--- src/rtl/dp_pkg.sv ---
// Shared encodings, command payload and sign-extension helpers for the
// self-sequencing datapath.
package dp_pkg;

   localparam int unsigned SX_MAX_W = 64;

   localparam logic [2:0] CMD_MOVI = 3'd0;
   localparam logic [2:0] CMD_MOVR = 3'd1;
   localparam logic [2:0] CMD_ALU  = 3'd2;
   localparam logic [2:0] CMD_CMP  = 3'd3;
   localparam logic [2:0] CMD_LDM  = 3'd4;
   localparam logic [2:0] CMD_LPC  = 3'd5;

   localparam logic [1:0] OP_ADD = 2'b00;
   localparam logic [1:0] OP_SUB = 2'b01;
   localparam logic [1:0] OP_AND = 2'b10;
   localparam logic [1:0] OP_NOT = 2'b11;

   localparam logic [1:0] SH_NONE = 2'b00;
   localparam logic [1:0] SH_LSL  = 2'b01;
   localparam logic [1:0] SH_LSR  = 2'b10;
   localparam logic [1:0] SH_ASR  = 2'b11;

   localparam logic [2:0] S_IDLE = 3'd0;
   localparam logic [2:0] S_RDA  = 3'd1;
   localparam logic [2:0] S_RDB  = 3'd2;
   localparam logic [2:0] S_EXEC = 3'd3;
   localparam logic [2:0] S_WB   = 3'd4;

   typedef struct packed {
      logic [2:0] cmd;
      logic [1:0] alu_op;
      logic [1:0] shift;
      logic       use_imm;
      logic [4:0] imm5;
      logic [7:0] imm8;
   } cmd_ctl_t;

   // Widest sign extension; callers truncate to the datapath width.
   function automatic logic [SX_MAX_W-1:0] sx5(input logic [4:0] x);
      return SX_MAX_W'($signed(x));
   endfunction

   function automatic logic [SX_MAX_W-1:0] sx8(input logic [7:0] x);
      return SX_MAX_W'($signed(x));
   endfunction

endpackage

--- src/rtl/dp_regfile.sv ---
// General register file: one synchronous write port, one combinational read
// port, cleared by the asynchronous reset.
module dp_regfile #(
   parameter int unsigned W    = 16,
   parameter int unsigned NREG = 8
) (
   input  logic                     clk,
   input  logic                     reset_n,
   input  logic                     i_we,
   input  logic [$clog2(NREG)-1:0]  i_waddr,
   input  logic [W-1:0]             i_wdata,
   input  logic [$clog2(NREG)-1:0]  i_raddr,
   output logic [W-1:0]             o_rdata_c
);

   localparam int unsigned RW = $clog2(NREG);

   logic [W-1:0] r_mem [NREG];

   always_ff @(posedge clk or negedge reset_n) begin
      if (!reset_n) begin
         for (int i = 0; i < int'(NREG); i++) begin
            r_mem[RW'(i)] <= '0;
         end
      end else if (i_we) begin
         r_mem[i_waddr] <= i_wdata;
      end
   end

   assign o_rdata_c = r_mem[i_raddr];

endmodule

--- src/rtl/datapath_seq.sv ---
// Self-sequencing datapath: register file, A/B/C operands, shifter, ALU and
// N/Z/V flags, stepped through IDLE/RDA/RDB/EXEC/WB by an internal FSM.
module datapath_seq
   import dp_pkg::*;
#(
   parameter int unsigned W    = 16,
   parameter int unsigned NREG = 8,
   parameter int unsigned PCW  = 8
) (
   input  logic                    clk,
   input  logic                    reset_n,
   input  logic                    start,
   input  logic [2:0]              cmd,
   input  logic [1:0]              alu_op,
   input  logic [1:0]              shift,
   input  logic                    use_imm,
   input  logic [$clog2(NREG)-1:0] rn,
   input  logic [$clog2(NREG)-1:0] rm,
   input  logic [$clog2(NREG)-1:0] rd,
   input  logic [4:0]              imm5,
   input  logic [7:0]              imm8,
   input  logic [W-1:0]            mdata,
   input  logic [PCW-1:0]          pc,
   output logic                    ready,
   output logic                    done,
   output logic                    err,
   output logic [W-1:0]            result,
   output logic                    n_flag,
   output logic                    z_flag,
   output logic                    v_flag
);

   localparam int unsigned RW = $clog2(NREG);

   logic [2:0]     r_state;
   logic [2:0]     w_next;
   logic           r_ready;
   logic           r_done;
   logic           r_err;

   cmd_ctl_t       r_ctl;
   logic [RW-1:0]  r_rn;
   logic [RW-1:0]  r_rm;
   logic [RW-1:0]  r_rd;
   logic [W-1:0]   r_mdata;
   logic [PCW-1:0] r_pc;

   logic [W-1:0]   r_a;
   logic [W-1:0]   r_b;
   logic [W-1:0]   r_c;
   logic           r_n;
   logic           r_z;
   logic           r_v;

   logic           w_idle;
   logic           w_legal;
   logic           w_accept;
   logic [RW-1:0]  w_raddr;
   logic [W-1:0]   w_rdata;
   logic [W-1:0]   w_shifted;
   logic [W-1:0]   w_bop;
   logic [1:0]     w_op;
   logic [W-1:0]   w_sum;
   logic [W-1:0]   w_dif;
   logic [W-1:0]   w_alu;
   logic           w_ovf;
   logic           w_flag_ld;
   logic           w_we;
   logic [W-1:0]   w_wdata;

   assign w_idle   = (r_state == S_IDLE);
   assign w_legal  = (cmd <= CMD_LPC);
   assign w_accept = start && w_idle && w_legal;

   // State register plus registered status strobes derived from the next state.
   always_ff @(posedge clk or negedge reset_n) begin
      if (!reset_n) begin
         r_state <= S_IDLE;
         r_ready <= 1'b1;
         r_done  <= 1'b0;
         r_err   <= 1'b0;
      end else begin
         r_state <= w_next;
         r_ready <= (w_next == S_IDLE);
         r_done  <= (w_next == S_WB);
         r_err   <= start && w_idle && !w_legal;
      end
   end

   always_comb begin
      w_next = r_state;
      case (r_state)
         S_IDLE: begin
            if (start) begin
               case (cmd)
                  CMD_ALU, CMD_CMP:          w_next = S_RDA;
                  CMD_MOVR:                  w_next = S_RDB;
                  CMD_MOVI, CMD_LDM, CMD_LPC: w_next = S_WB;
                  default:                   w_next = S_IDLE;
               endcase
            end
         end
         S_RDA:   w_next = S_RDB;
         S_RDB:   w_next = S_EXEC;
         S_EXEC:  w_next = S_WB;
         S_WB:    w_next = S_IDLE;
         default: w_next = S_IDLE;
      endcase
   end

   // Command capture: the command is frozen at acceptance.
   always_ff @(posedge clk or negedge reset_n) begin
      if (!reset_n) begin
         r_ctl   <= '0;
         r_rn    <= '0;
         r_rm    <= '0;
         r_rd    <= '0;
         r_mdata <= '0;
         r_pc    <= '0;
      end else if (w_accept) begin
         r_ctl   <= '{cmd: cmd, alu_op: alu_op, shift: shift, use_imm: use_imm,
                      imm5: imm5, imm8: imm8};
         r_rn    <= rn;
         r_rm    <= rm;
         r_rd    <= rd;
         r_mdata <= mdata;
         r_pc    <= pc;
      end
   end

   assign w_raddr = (r_state == S_RDA) ? r_rn : r_rm;

   dp_regfile #(.W(W), .NREG(NREG)) u_regfile (
      .clk       (clk),
      .reset_n   (reset_n),
      .i_we      (w_we),
      .i_waddr   (r_rd),
      .i_wdata   (w_wdata),
      .i_raddr   (w_raddr),
      .o_rdata_c (w_rdata)
   );

   // Shifter and B-operand select.
   always_comb begin
      w_shifted = r_b;
      case (r_ctl.shift)
         SH_LSL:  w_shifted = {r_b[W-2:0], 1'b0};
         SH_LSR:  w_shifted = {1'b0, r_b[W-1:1]};
         SH_ASR:  w_shifted = {r_b[W-1], r_b[W-1:1]};
         default: w_shifted = r_b;
      endcase
   end

   assign w_bop = r_ctl.use_imm ? W'(sx5(r_ctl.imm5)) : w_shifted;
   assign w_op  = (r_ctl.cmd == CMD_MOVR) ? OP_ADD : r_ctl.alu_op;
   assign w_sum = r_a + w_bop;
   assign w_dif = r_a - w_bop;

   always_comb begin
      w_alu = w_sum;
      w_ovf = 1'b0;
      case (w_op)
         OP_ADD: begin
            w_alu = w_sum;
            w_ovf = (r_a[W-1] == w_bop[W-1]) && (w_sum[W-1] != r_a[W-1]);
         end
         OP_SUB: begin
            w_alu = w_dif;
            w_ovf = (r_a[W-1] != w_bop[W-1]) && (w_dif[W-1] != r_a[W-1]);
         end
         OP_AND:  w_alu = r_a & w_bop;
         default: w_alu = ~w_bop;
      endcase
   end

   assign w_flag_ld = (r_ctl.cmd == CMD_ALU) || (r_ctl.cmd == CMD_CMP);

   // Operand, result and flag registers.
   always_ff @(posedge clk or negedge reset_n) begin
      if (!reset_n) begin
         r_a <= '0;
         r_b <= '0;
         r_c <= '0;
         r_n <= 1'b0;
         r_z <= 1'b0;
         r_v <= 1'b0;
      end else begin
         case (r_state)
            S_RDA: r_a <= w_rdata;
            S_RDB: begin
               r_b <= w_rdata;
               if (r_ctl.cmd == CMD_MOVR) begin
                  r_a <= '0;
               end
            end
            S_EXEC: begin
               r_c <= w_alu;
               if (w_flag_ld) begin
                  r_n <= w_alu[W-1];
                  r_z <= (w_alu == '0);
                  r_v <= w_ovf;
               end
            end
            default: ;
         endcase
      end
   end

   // Write-back source; CMP only updates C and the flags.
   assign w_we = (r_state == S_WB) && (r_ctl.cmd != CMD_CMP);

   always_comb begin
      w_wdata = r_c;
      case (r_ctl.cmd)
         CMD_MOVI: w_wdata = W'(sx8(r_ctl.imm8));
         CMD_LDM:  w_wdata = r_mdata;
         CMD_LPC:  w_wdata = W'(r_pc);
         default:  w_wdata = r_c;
      endcase
   end

   assign ready  = r_ready;
   assign done   = r_done;
   assign err    = r_err;
   assign result = r_c;
   assign n_flag = r_n;
   assign z_flag = r_z;
   assign v_flag = r_v;

endmodule

--- config.mk ---
export PLATFORM = sky130hd
export DESIGN_NAME = datapath_seq
export DESIGN_NICKNAME = d
export VERILOG_FILES = /design/src/rtl/dp_pkg.sv /design/src/rtl/dp_regfile.sv /design/src/rtl/datapath_seq.sv
export SDC_FILE = /design/constraint.sdc
export NUM_CORES = 1
export LEC_CHECK = 0
export CAP_MARGIN = 5
export CORE_UTILIZATION = 28
export DETAILED_ROUTE_END_ITERATION = 10
export GPL_TIMING_DRIVEN = 0
export SETUP_SLACK_MARGIN = 0.05
export SYNTH_ARGS = -nofsm -noshare
export SYNTH_HDL_FRONTEND = slang
export SYNTH_SLANG_ARGS = --single-unit
--- constraint.sdc ---
create_clock -name clk -period 5.25 [get_ports clk]
set_clock_uncertainty 0.15 [all_clocks]
set_input_delay 1.05 -clock clk [delete_from_list [all_inputs] [get_ports clk]]
set_output_delay 1.05 -clock clk [all_outputs]
set_load 0.005 [all_outputs]
# After elaboration in Yosys (flattened, before gate mapping)
# Cells that the tools add are included.
dict set report totals {
  register_bits 239
  input_bits 57
  out_inout_bits 22
  word_cells 104
}
dict set report classes {
  addsub 2
  n_lt_le_gt_ge 4
  n_eq_ne 26
  n_mux 18
  bitwise_logic 4
  n_reduce_logical 21
}
# operator count
set op_table {}
lappend op_table {{one-hot mux 16 bit (3 select lines)} 3}
lappend op_table {{bitwise mux 128 bit} 1}
lappend op_table {{2-to-1 mux 16 bit} 5}
lappend op_table {{binary-select mux 16 bit (select 3 bit)} 1}
lappend op_table {{demux 16 bit (select 3 bit)} 1}
lappend op_table {{one-hot mux 16 bit (2 select lines)} 1}
lappend op_table {{equality test 3 x 2 -> 1 bit (second input constant)} 6}
lappend op_table {{equality test 3 bit (second input constant)} 6}
lappend op_table {{adder 16 bit} 1}
lappend op_table {{bitwise AND 16 bit} 1}
lappend op_table {{logical NOT 16 bit} 1}
lappend op_table {{NOT 16 bit} 1}
lappend op_table {{subtractor 16 bit} 1}
lappend op_table {{logical NOT 3 bit} 4}
lappend op_table {{one-hot mux 3 bit (4 select lines)} 1}
lappend op_table {{equality test 3 x 1 -> 1 bit (second input constant)} 3}
lappend op_table {{one-hot mux 3 bit (3 select lines)} 1}
lappend op_table {{>= comparator 4 bit (second input constant)} 2}
lappend op_table {{NOT 3 -> 4 bit} 2}
lappend op_table {{logical AND 1 bit} 7}
lappend op_table {{equality test 2 bit (second input constant)} 3}
lappend op_table {{2-to-1 mux 3 bit} 2}
lappend op_table {{AND reduction 2 bit} 3}
lappend op_table {{equality test 2 x 1 -> 1 bit (second input constant)} 2}
lappend op_table {{14 further kinds} 16}

# Depth between registers and ports, before layout
# Gate-level depths: netlist of the first run.
dict set report depth {
  word_depth 7
  mapped_depth 17
  depth_no_buf 14
}

# By module
# Synthesis of the first run repeated with hierarchy kept, for this count alone.
dict set report hier_totals {
  hier_cells 1026
  hier_area_um2 12754.7
}
# module n_inst cells_per_inst area_each_um2 seq_area_each_um2
set by_module_without_submodules {}
lappend by_module_without_submodules {datapath_seq 1 758 7292.0 2778.9}
lappend by_module_without_submodules {dp_regfile 1 268 5462.7 3523.4}

# Worst setup path after synthesis of the first run
# No wires, ideal clock.
dict set report synth_timing {
  kind {reg2reg}
  startpoint {register r_ctl[14] (netlist bit)}
  endpoint {register r_z, in the netlist z_flag}
  setup_ps 76
  t_arrival_ps 3653
  required_time_ps 5024
  path_slack_ps 1370
  path_stages_with_launch 16
  path_buffers 1
  period_less_slack_ps 3880
  path_cell_list {dfrtp_1 buf_4 or3b_1 a31oi_1 ha_1 inv_1 fa_1 nor2b_1 o311a_1 o211ai_1 a211oi_1 nand4b_1 nor4b_1 nand4_1 or4b_1 o21ai_1}
}
dict set report synth_via {
  elab_chain_cells 6
  word_cells_on_any_way 11
  classes_between {add/sub (2); eq/ne (3); mux (3); bitwise (2); reduce/logical (1)}
}
# element line_no
set synth_rtl {}
lappend synth_rtl {{start: declaration} datapath_seq.sv:41} ;# cmd_ctl_t r_ctl;
lappend synth_rtl {{start signal: assignment} datapath_seq.sv:121} ;# r_ctl <= '{cmd: cmd, alu_op: alu_op, shift: shift, use_imm: use_imm,
lappend synth_rtl {{equality test 2 bit or equality test 2 x 1 -> 1 bit (tied branches)} datapath_seq.sv:146} ;# case (r_ctl.shift)
lappend synth_rtl {{one-hot mux 16 bit (3 select lines) (*)} datapath_seq.sv:146}
lappend synth_rtl {{2-to-1 mux 16 bit (*)} datapath_seq.sv:154} ;# assign w_bop = r_ctl.use_imm ? W'(sx5(r_ctl.imm5)) : w_shifted;
lappend synth_rtl {{subtractor 16 bit, or another cell as far along} datapath_seq.sv:157} ;# assign w_dif = r_a - w_bop;
lappend synth_rtl {{one-hot mux 16 bit (3 select lines) (*)} datapath_seq.sv:162} ;# case (w_op)
lappend synth_rtl {{logical NOT 16 bit (*)} datapath_seq.sv:200} ;# r_z <= (w_alu == '0);
lappend synth_rtl {{end signal: assignment} datapath_seq.sv:200}
lappend synth_rtl {{end: declaration} datapath_seq.sv:52} ;# logic r_z;
# Mark *: on every way between the ends. The rest lies on a longest branch, timed or not.
# A chain may end at the register's enable or synchronous reset.

# Worst setup path in the final report of the first run
dict set report layout_timing {
  startpoint {register r_ctl[15] (netlist bit)}
  endpoint {register r_z, in the netlist z_flag}
}
# Same word-level chain as after synthesis.

==> results of run 1 <==
[power groups by stage]
stage	Clock [uW]	Sequential, uW	Combinational (uW)
final	1820	3120	6480
after global routing	1940	3200	7120
after CTS	1860	3110	6410
after detailed placement	0	3140	6370
after global placement	0	3130	6280
after floorplan	0	2980	4440
[layout by cell type, fill, tap and decap left out, types with 5 or more instances in the layout]
cell	n
nand2_1	213
dfrtp_1	174
nor2_1	101
mux2_2	95
o21ai_0	80
a21oi_1	79
clkdlybuf4s50_1	77
clkbuf_1	69
edfxtp_1	64
inv_1	51
nand3_1	42
ha_1	35
mux2i_1	28
clkbuf_16	27
a31oi_1	23
a311oi_1	19
and3_1	17
nor2b_1	14
a211oi_1	12
nor3_1	12
o211ai_1	12
xnor2_1	11
buf_2	9
clkbuf_8	8
buf_1	7
nand4_1	6
nand3b_1	5
nor3b_1	5
or2_2	5
and2_1	5
o2111ai_1	5
o21a_1	5
o22ai_1	5
[layout make-up]
class / instances / area (sq um)
clock buffers: 43 / 816
plain buffers: 80 / 327
fillers: 4471 / 29300
flip-flops and latches: 239 / 6300
well taps: 592 / 741
inverters: 53 / 199
multi-input cells: 921 / 5860
repair buffers: 83 / 866
clock inverters: 3 / 43.8
[worst paths after layout]
path / endpoint / slack (ns) / cells past startpoint / from
setup / recovery: z_flag / 0.47 / 14 / r_ctl[15]
max in group asynchronous: z_flag / 3.73 / 2 / reset_n
min in group clk: u_regfile.r_mem[72] / 0.33 / 2 / u_regfile.r_mem[72]
hold reg to reg: u_regfile.r_mem[72] / 0.33 / 2 / u_regfile.r_mem[72]
setup reg to reg: z_flag / 0.47 / 14 / r_ctl[15]
hold / removal: r_rn[0] / 0.32 / 1 / reset_n
[stage by stage]
| step | TNS (ns) | cell area [sq um] | hold slack [ns] | utilization, % |
|---|---|---|---|---|
| floorplan | 0 | 12700 | 0.300 | - |
| global placement | -1035.56 | 14200 | 0.311 | 32.0 |
| detailed placement | 0 | 14300 | 0.320 | 32.2 |
| CTS | 0 | 15200 | 0.323 | 34.1 |
| global route | 0 | 15200 | 0.341 | 34.1 |
| finish | 0 | 15200 | 0.316 | 34.1 |
[worst max-delay path, stage by stage (launching register included)]
cell	delay, ns
dfrtp_1	0.40
clkinv_1	0.29
mux2i_1	0.20
o21ai_0	0.59
ha_1	0.37
buf_2	0.20
a211oi_1	0.26
o21a_1	0.24
o211ai_1	0.20
a311oi_1	0.51
o31a_1	0.24
xor2_1	0.15
o21ai_0	0.21
or4b_1	0.55
o21ai_1	0.13
[sequential cells by signal, summed over array words and instances, names as in the netlist]
signal / cells
r_a: 16
r_rn: 3
err: 1
r_mdata: 16
r_rm: 3
r_pc: 8
ready: 1
r_b: 16
n_flag: 1
v_flag: 1
z_flag: 1
r_state: 3
done: 1
r_ctl: 21
u_regfile.r_mem: 128
result: 16
r_rd: 3
[metal layers]
metal	wire [um]	share of wire, %	vias up
li1	-	-	4793
met1	16700	45	5064
met2	18000	48	282
met3	1810	4.9	44
met4	687	1.8	0
met5	0	0	-
[logic make-up after synthesis]
kind of cell | after synthesis | synth area share (%)
xor+xnor | 15 | 1.04
flops | 239 | 49.7
simple gates | 455 | 16.1
fa+ha+maj | 37 | 3.77
compound gates | 290 | 14.5
mux | 124 | 10.8
buf+inv | 133 | 4.15
==> impl_results.md, run 1 <==
- Hold buffer count at cts: 0
- Die width: 215 um
- Drc violations: 0
- Congestion Overflow GR: 0
- Ys async rst share: 73.2%
- Nets@finish: 1498
- Global-route met1 utilization: 21.6%
- Largest net degree at the start of global routing: 113
- Kind of critical path: reg2reg
- Total vias in the final route: 10183
- Final setup fails: 0
- Synth cell types: 72
- Clk_lat worst skew: 0.52 ns
- Ports: 79
- Peak supply drop: 328 uV
- CP required: 5.55 ns
- Met2 global-route usage: 27.6%
- Synth Register Bits: 239
- Most Crowded Layer GR: met2
- DR pass1 iterations: 5
- Final period util: 91.0%
- CTS clk-pin slew, worst paths: 0.06 ns
- Total GRT Usage: 16.1%
- Top cells by count, synth: 213 x nand2_1, 174 x dfrtp_1, 103 x nor2_1
- Startpoint types: flop
- Vias in the first global route: 10251
- Net Sw Power: 5290 uW
- Ys flop type: dfrtp_1
- Antenna Nets Post-Route: 0
- Switching portion of total power: 46.3%
- Crit path setup slack, layout: 0.471 ns
- Routability cong.: 0.907
- CTS tree: done
- Ys Warns: 0
- Antenna violations before repair: 0
- Max Slew Vio Count: 0
- Mean Syn Cell Area: 9.80 sq um
- P_int: 6130 uW
- Area Overhead vs Synth: 19.6%
- DRT iter0 DRCs: 833
- Synth top area cells: dfrtp_1 34%, edfxtp_1 15%, mux2_2 8.4%, nand2_1 6.3%, ha_1 3.5%
- Number of synthesized flops with an enable pin: 64
- Worst min path class: in2async
- Leading area contributor after synthesis: dfrtp_1
- Mapped Nets: 1387
- Run status: finished, final reports clean
- Initial cell density of the core: 28.5%
- Pwr/cell area: 754 mW/mm^2
- Comb pwr share: 56.7%
- Vias per cell: 5.06
- M3 GR Usage: 2.17%
- First-pass GRT wire length: 58900 um
- Finished Layout Cells: 2014
- Placed Instances: 1968
- Flop pwr share: 27.3%
- ANT cells: 0
- Die height: 215 um
- Post-synthesis cell count: 1293
- Critical Path AT: 5.08 ns
- Core area: 0.0444 sq mm
- Unrepaired setup endpoints after global routing: no
- Final-report hold violation count: 0
- DIE AREA: 0.0461 sq mm
- Register area share after synthesis: 49.7%
- Share of the synthesized area in the top cell type: 34.4%
- Port bufs: 78
- Min Tclk post-route: 4.78 ns
- Worst setup EP type: flop
- Cell with the most instances after synthesis: nand2_1
- Relative slew margins: 14.3%
- Total power: 11400 uW
- Clock sink total: 239
- Leakage: 0.00629 uW
- CTS Root Cell: clkbuf_16
- Post CTS Setup Buffer Count: 0
- Post-Place Worst Slack: 0.643 ns
- Number of CTS-inserted buffers: 26
- Post-DP HPWL: 28200 um
- CP max FO: 10
- Post-Syn Area: 0.0127 sq mm
- Fmax achieved: 209 MHz
- Post_cts resized: 0
- Share of cells above drive strength 1: 12.1%
- Routed WL per cell: 18.5 um
- Clock power frac: 16.0%
- Worst-margin pin slew: 1.27 ns
- # H-tree levels: 1
- Clock Path Buffers: 3
- Max_cap viols: 0
- Routed WL: 37200 um
- Cell row count: 77
(Power assumes the default switching activity.)
==> run 2: changes to the inputs <==
==> constraint.sdc (replaced) <==
create_clock -name clk -period 4.7 [get_ports clk]
set_clock_uncertainty 0.15 [all_clocks]
set_input_delay 0.94 -clock clk [delete_from_list [all_inputs] [get_ports clk]]
set_output_delay 0.94 -clock clk [all_outputs]
set_load 0.01 [all_outputs]
==> impl_results.md, run 2 (synthesized netlist as in run 1, its figures left out) <==
- Vias per cell: 5.04
- Max Slew Vio Count: 0
- Clock sink total: 239
- Cell row count: 77
- Worst-margin pin slew: 1.25 ns
- Vias in the first global route: 10251
- Switching portion of total power: 46.5%
- Congestion Overflow GR: 0
- Placed Instances: 1968
- Met3 wire length: 1650 um
- Antenna violations before repair: 0
- Design Area, Final: 0.0152 sq mm
- Met2 Wirelength: 18000 um
- Worst setup EP type: flop
- Finished Layout Cells: 2012
- Final-report hold violation count: 0
- Ports: 79
- CP Cell Sequence: buf_4, or3b_1, a31oi_1, ha_1, inv_1, fa_1, nor2b_1, o311a_1, o211ai_1, a211oi_1, nand4b_1, nor4b_2, nand4_1, or4b_1, o21ai_1
- Die width: 215 um
- Drc violations: 0
- ANT cells: 0
- Largest delay share family, worst path: simple AND/OR/NAND/NOR gates
- Top flop regs: u_regfile.r_mem (128), r_ctl (21)
- Peak supply drop: 367 uV
- Routed WL: 37200 um
- Comb pwr share: 57.0%
- Final period util: 94.9%
- Metal-1 WL: 16900 um
- Max FFs per register: 128
- Run status: finished, final reports clean
- Placed inst area: 0.0143 sq mm
- Total power: 12800 uW
- Total GRT Usage: 16.1%
- First-pass GRT wire length: 58900 um
- Leakage: 0.00629 uW
- Startpoint types: flop
- Hold buffer count at cts: 0
- Min Tclk post-route: 4.46 ns
- Kind of critical path: reg2reg
- Worst min path class: in2async
- Nets@finish: 1496
- DRT iter0 DRCs: 759
- Port bufs: 78
- Clock power frac: 15.9%
- Largest net degree at the start of global routing: 113
- Pwr/cell area: 846 mW/mm^2
- Share of cells above drive strength 1: 12.5%
- Flop pwr share: 27.2%
- Clk_lat worst skew: 0.52 ns
- Final setup fails: 0
- Routed WL per cell: 18.5 um
- Number of CTS-inserted buffers: 26
- CTS clk-pin slew, worst paths: 0.06 ns
- Initial cell density of the core: 28.5%
- CP required: 5.00 ns
- Top sig layer: met4
- CP max FO: 10
- Net Sw Power: 5970 uW
- Most common cell after layout, fill and taps aside: nand2_1
- Critical Path AT: 4.76 ns
- CTS Root Cell: clkbuf_16
- CTS tree: done
- DR pass1 iterations: 5
- Post_cts resized: 0
- Most flops, register: u_regfile.r_mem
- Routability cong.: 0.907
- Max_cap viols: 0
- Fmax achieved: 224 MHz
- Post-DP HPWL: 28200 um
- Antenna Nets Post-Route: 0
- Core area: 0.0444 sq mm
- Slowest stage delay, CP: 0.52 ns
- DIE AREA: 0.0461 sq mm
- Relative slew margins: 15.5%
- Clock Path Buffers: 3
- Post CTS Setup Buffer Count: 0
- Total vias in the final route: 10139
- CP bufs+invs: 2
- Crit path max-delay cell type: or4b_1
- Area Overhead vs Synth: 19.8%
- # H-tree levels: 1
- Most frequent cells in the layout: 213 x nand2_1, 174 x dfrtp_1, 101 x nor2_1, 95 x mux2_2
- Die height: 215 um
- Unrepaired setup endpoints after global routing: no
- P_int: 6870 uW
==> run 2: final timing paths <==
check                                          from                  end  slack [ns]  cells past startpoint
worst max-delay path                      r_ctl[14]               z_flag        0.24                     15
worst min-delay path                        reset_n              r_rn[0]        0.20                      1
min in group clk                u_regfile.r_mem[74]  u_regfile.r_mem[74]        0.33                      2
max in group asynchronous                   reset_n               z_flag        3.29                      2
worst max register to register            r_ctl[14]               z_flag        0.24                     15
worst min register to register  u_regfile.r_mem[74]  u_regfile.r_mem[74]        0.33                      2
==> run 2: power by group through the flow <==
stage / clock [uW] / combinational, uW / sequential, uW
floorplan: 0 / 4960 / 3360
global placement: 0 / 7040 / 3490
detailed placement: 0 / 7140 / 3510
CTS: 2070 / 7190 / 3480
global route: 2170 / 8040 / 3580
finish: 2040 / 7320 / 3490
==> run 2: layer usage <==
layer,global-route usage [%],up-vias
li1,-,4781
met1,21.6,5057
met2,27.6,256
met3,2.17,45
met4,3.60,0
met5,0,-
==> run 2: layout make-up <==
type	instances	area (sq um)
plain buffers	78	320
clock buffers	43	816
clock inverters	3	43.8
fillers	4467	29200
inverters	53	199
multi-input cells	921	5890
flip-flops and latches	239	6300
well taps	592	741
repair buffers	83	866
==> run 2: stage by stage <==
step	hold WS, ns	util (%)	worst slack (ns)	setup TNS [ns]
final	0.203	34.2	0.238	0
after floorplan	0.300	-	0.820	0
after CTS	0.213	34.1	0.0657	0
after global routing	0.231	34.2	0.0731	0
after detailed placement	0.320	32.2	0.0929	0
after global placement	0.311	32.0	-5.73	-1140.72
==> run 3: changes to the inputs <==
- CORE_UTILIZATION: 28 -> 43
- SYNTH_HIERARCHICAL: unset -> 1
==> impl_results.md, run 3 <==
- Worst-margin pin slew: 1.10 ns
- DRT iter0 DRCs: 680
- Hold buffer count at cts: 0
- Leading area contributor after synthesis: dfrtp_1
- Number of synthesized flops with an enable pin: 64
- Design Area, Final: 0.0150 sq mm
- Placed inst area: 0.0141 sq mm
- Post-Synth Adder-Cell Area: 3.75%
- Met2 global-route usage: 39.1%
- Clock Path Buffers: 3
- Crit path setup slack, layout: 0.300 ns
- Ys Warns: 6
- Post-synthesis cell count: 1026
- Post-Syn Area: 0.0128 sq mm
- Share of cells above drive strength 1: 22.8%
- Nets@finish: 1233
- DIE AREA: 0.0304 sq mm
- Largest net degree at the start of global routing: 104
- Core area: 0.0289 sq mm
- Xor/xnor share of the synthesized area: 0.481%
- Vias per cell: 5.82
- Max Slew Vio Count: 0
- Max_cap viols: 0
- Share of the synthesized area in the top cell type: 34.1%
- Synth Area in Simple Gates: 8.19%
- Clock sink total: 239
- Routed WL per cell: 22.8 um
- Top cells by count, synth: 174 x dfrtp_1, 157 x mux2_2, 64 x edfxtp_1
- Ys async rst share: 73.2%
- Max FFs per register: 128
- Die width: 174 um
- Most frequent cells in the layout: 174 x dfrtp_1, 157 x mux2_2, 77 x clkdlybuf4s50_1, 64 x edfxtp_1, 53 x nor2_1
- Synth cell types: 80
- Leakage: 0.00637 uW
- Drc violations: 0
- Kind of critical path: reg2reg
- Routed WL: 35200 um
- Fmax achieved: 227 MHz
- Most flops, register: u_regfile/r_mem
- CP max FO: 10
- Min Tclk post-route: 4.40 ns
- Antenna violations before repair: 0
- CTS tree: done
- Synth Register Bits: 239
- Top flop regs: u_regfile/r_mem (128), r_ctl (21)
- Worst min path class: in2async
- Post-Place Worst Slack: 0.0775 ns
- Util after Layout: 51.8%
- M3 GR Usage: 3.00%
- Pwr/cell area: 805 mW/mm^2
- Synth top area cells: dfrtp_1 34%, edfxtp_1 15%, mux2_2 14%, mux4_1 5.8%, ha_1 3.4%
- Synth Area in Compound Gates: 12.1%
- Total GRT Usage: 23.5%
- Total vias in the final route: 8978
- Congestion Overflow GR: 0
- Most common cell after layout, fill and taps aside: dfrtp_1
- Ports: 79
- Antenna Nets Post-Route: 0
- Post-DP HPWL: 25500 um
- Peak supply drop: 358 uV
- Final-report hold violation count: 0
- Startpoint types: flop
- Final setup fails: 0
- Number of CTS-inserted buffers: 26
- Run status: finished, final reports clean
- Final period util: 93.6%
- Cell with the most instances after synthesis: dfrtp_1
- Mean Syn Cell Area: 12.4 sq um
- Cell row count: 62
- Most Crowded Layer GR: met2
- # H-tree levels: 1
- Relative slew margins: 26.3%
- CTS Root Cell: clkbuf_16
- Mapped Nets: 1120
- Global-route met1 utilization: 32.0%
- Routability cong.: 0.907
- Clk_lat worst skew: 0.54 ns
- Total power: 12100 uW
- Die height: 174 um
- Fill count: 2589
- Vias in the first global route: 9092
- Ys flop type: dfrtp_1
- Unrepaired setup endpoints after global routing: no
- DR pass1 iterations: 5
- Largest family of logic cells by synthesized area: multiplexers
- CP required: 5.01 ns
- ANT cells: 0
- Worst setup EP type: flop
- Area Overhead vs Synth: 17.5%
- Mux contribution to synthesized area: 22.6%
- Port bufs: 78
- Initial cell density of the core: 44.1%
- Register area share after synthesis: 49.4%
- Critical Path AT: 4.71 ns
- First-pass GRT wire length: 54500 um
- CTS clk-pin slew, worst paths: 0.07 ns
==> run 3: cell count changes after synthesis, moves of 14 or more <==
cell	previous run	this run
a22oi_1	4	18
nand3_1	42	9
clkbuf_1	61	25
mux4_1	0	28
nand2_1	213	51
o21ai_0	80	46
a31oi_1	23	4
nor2_1	103	55
a311oi_1	19	0
and3_1	17	2
inv_1	51	29
a21oi_1	79	48
mux2_2	95	157
a22o_1	1	17
==> run 3: cells by family after synthesis <==
family | count (synthesis)
AOI/OAI and AO/OA | 229
xor gates and xnor gates | 7
adders and majority gates | 37
buffers and inverters | 95
DFF | 239
muxes | 218
and+or+nand+nor | 201
==> run 3: path summary, 6_finish.rpt <==
check,endpoint,cells past startpoint,slack [ns],from
hold reg to reg,r_rd[0],1,0.35,r_rd[0]
hold / removal,u_regfile/r_mem[72],1,0.22,reset_n
max in group asynchronous,r_ctl[8],2,3.27,reset_n
min in group clk,r_rd[0],1,0.35,r_rd[0]
setup / recovery,z_flag,16,0.30,r_ctl[15]
setup reg to reg,z_flag,16,0.30,r_ctl[15]
==> run 3: layer usage <==
layer	routed length [um]	part of all wire [%]
met3	1610	4.6
met2	17100	48
met5	0	0
met1	15600	44
met4	860	2.4
==> run 3: worst max-delay path, stage by stage (launching register included) <==
cell       delay (ns)
dfrtp_1          0.45
buf_2            0.27
clkbuf_2         0.25
nor2_1           0.07
a21oi_1          0.13
o21a_1           0.18
inv_1            0.08
ha_1             0.39
a21oi_2          0.32
nand4_1          0.13
o31ai_1          0.45
mux2i_1          0.15
a211oi_1         0.31
a22oi_1          0.19
a2111oi_0        0.49
nand4_1          0.19
o22ai_2          0.12
==> run 3: area by class of cell <==
cell class / count / area, sq um / share of cell area (%)
Multi-Input combinational cell: 692 / 6040 / 40.3
Tap cell: 384 / 480 / 3.21
Clock inverter: 9 / 76.3 / 0.509
Timing Repair Buffer: 85 / 888 / 5.93
Buffer: 64 / 330 / 2.20
Inverter: 31 / 116 / 0.776
Clock buffer: 38 / 748 / 4.99
Sequential cell: 239 / 6300 / 42.1
==> run 3: per-stage QoR <==
step                hold WS [ns]  instances  setup TNS [ns]
floorplan                  0.320       1026               0
global placement           0.333       1488        -1289.01
detailed placement         0.338       1495               0
CTS                        0.250       1542               0
global route               0.272       1542               0
finish                     0.219       1542               0
==> run 3: what timing repair did <==
item / 4_1_cts / 5_1_grt
endpoints found under the hold margin: 0 / 0
setup buffers: 0 / 0
setup endpoints to repair: 1 / 3
gates resized for setup: 1 / 7
==> run 3: power by group <==
part	total [uW]	switching (uW)	leakage [uW]	internal, uW
combinational	6590	3810	0.00315	2780
clock	1990	836	0.000398	1160
sequential	3480	528	0.00282	2950
total	12100	5170	0.00637	6890
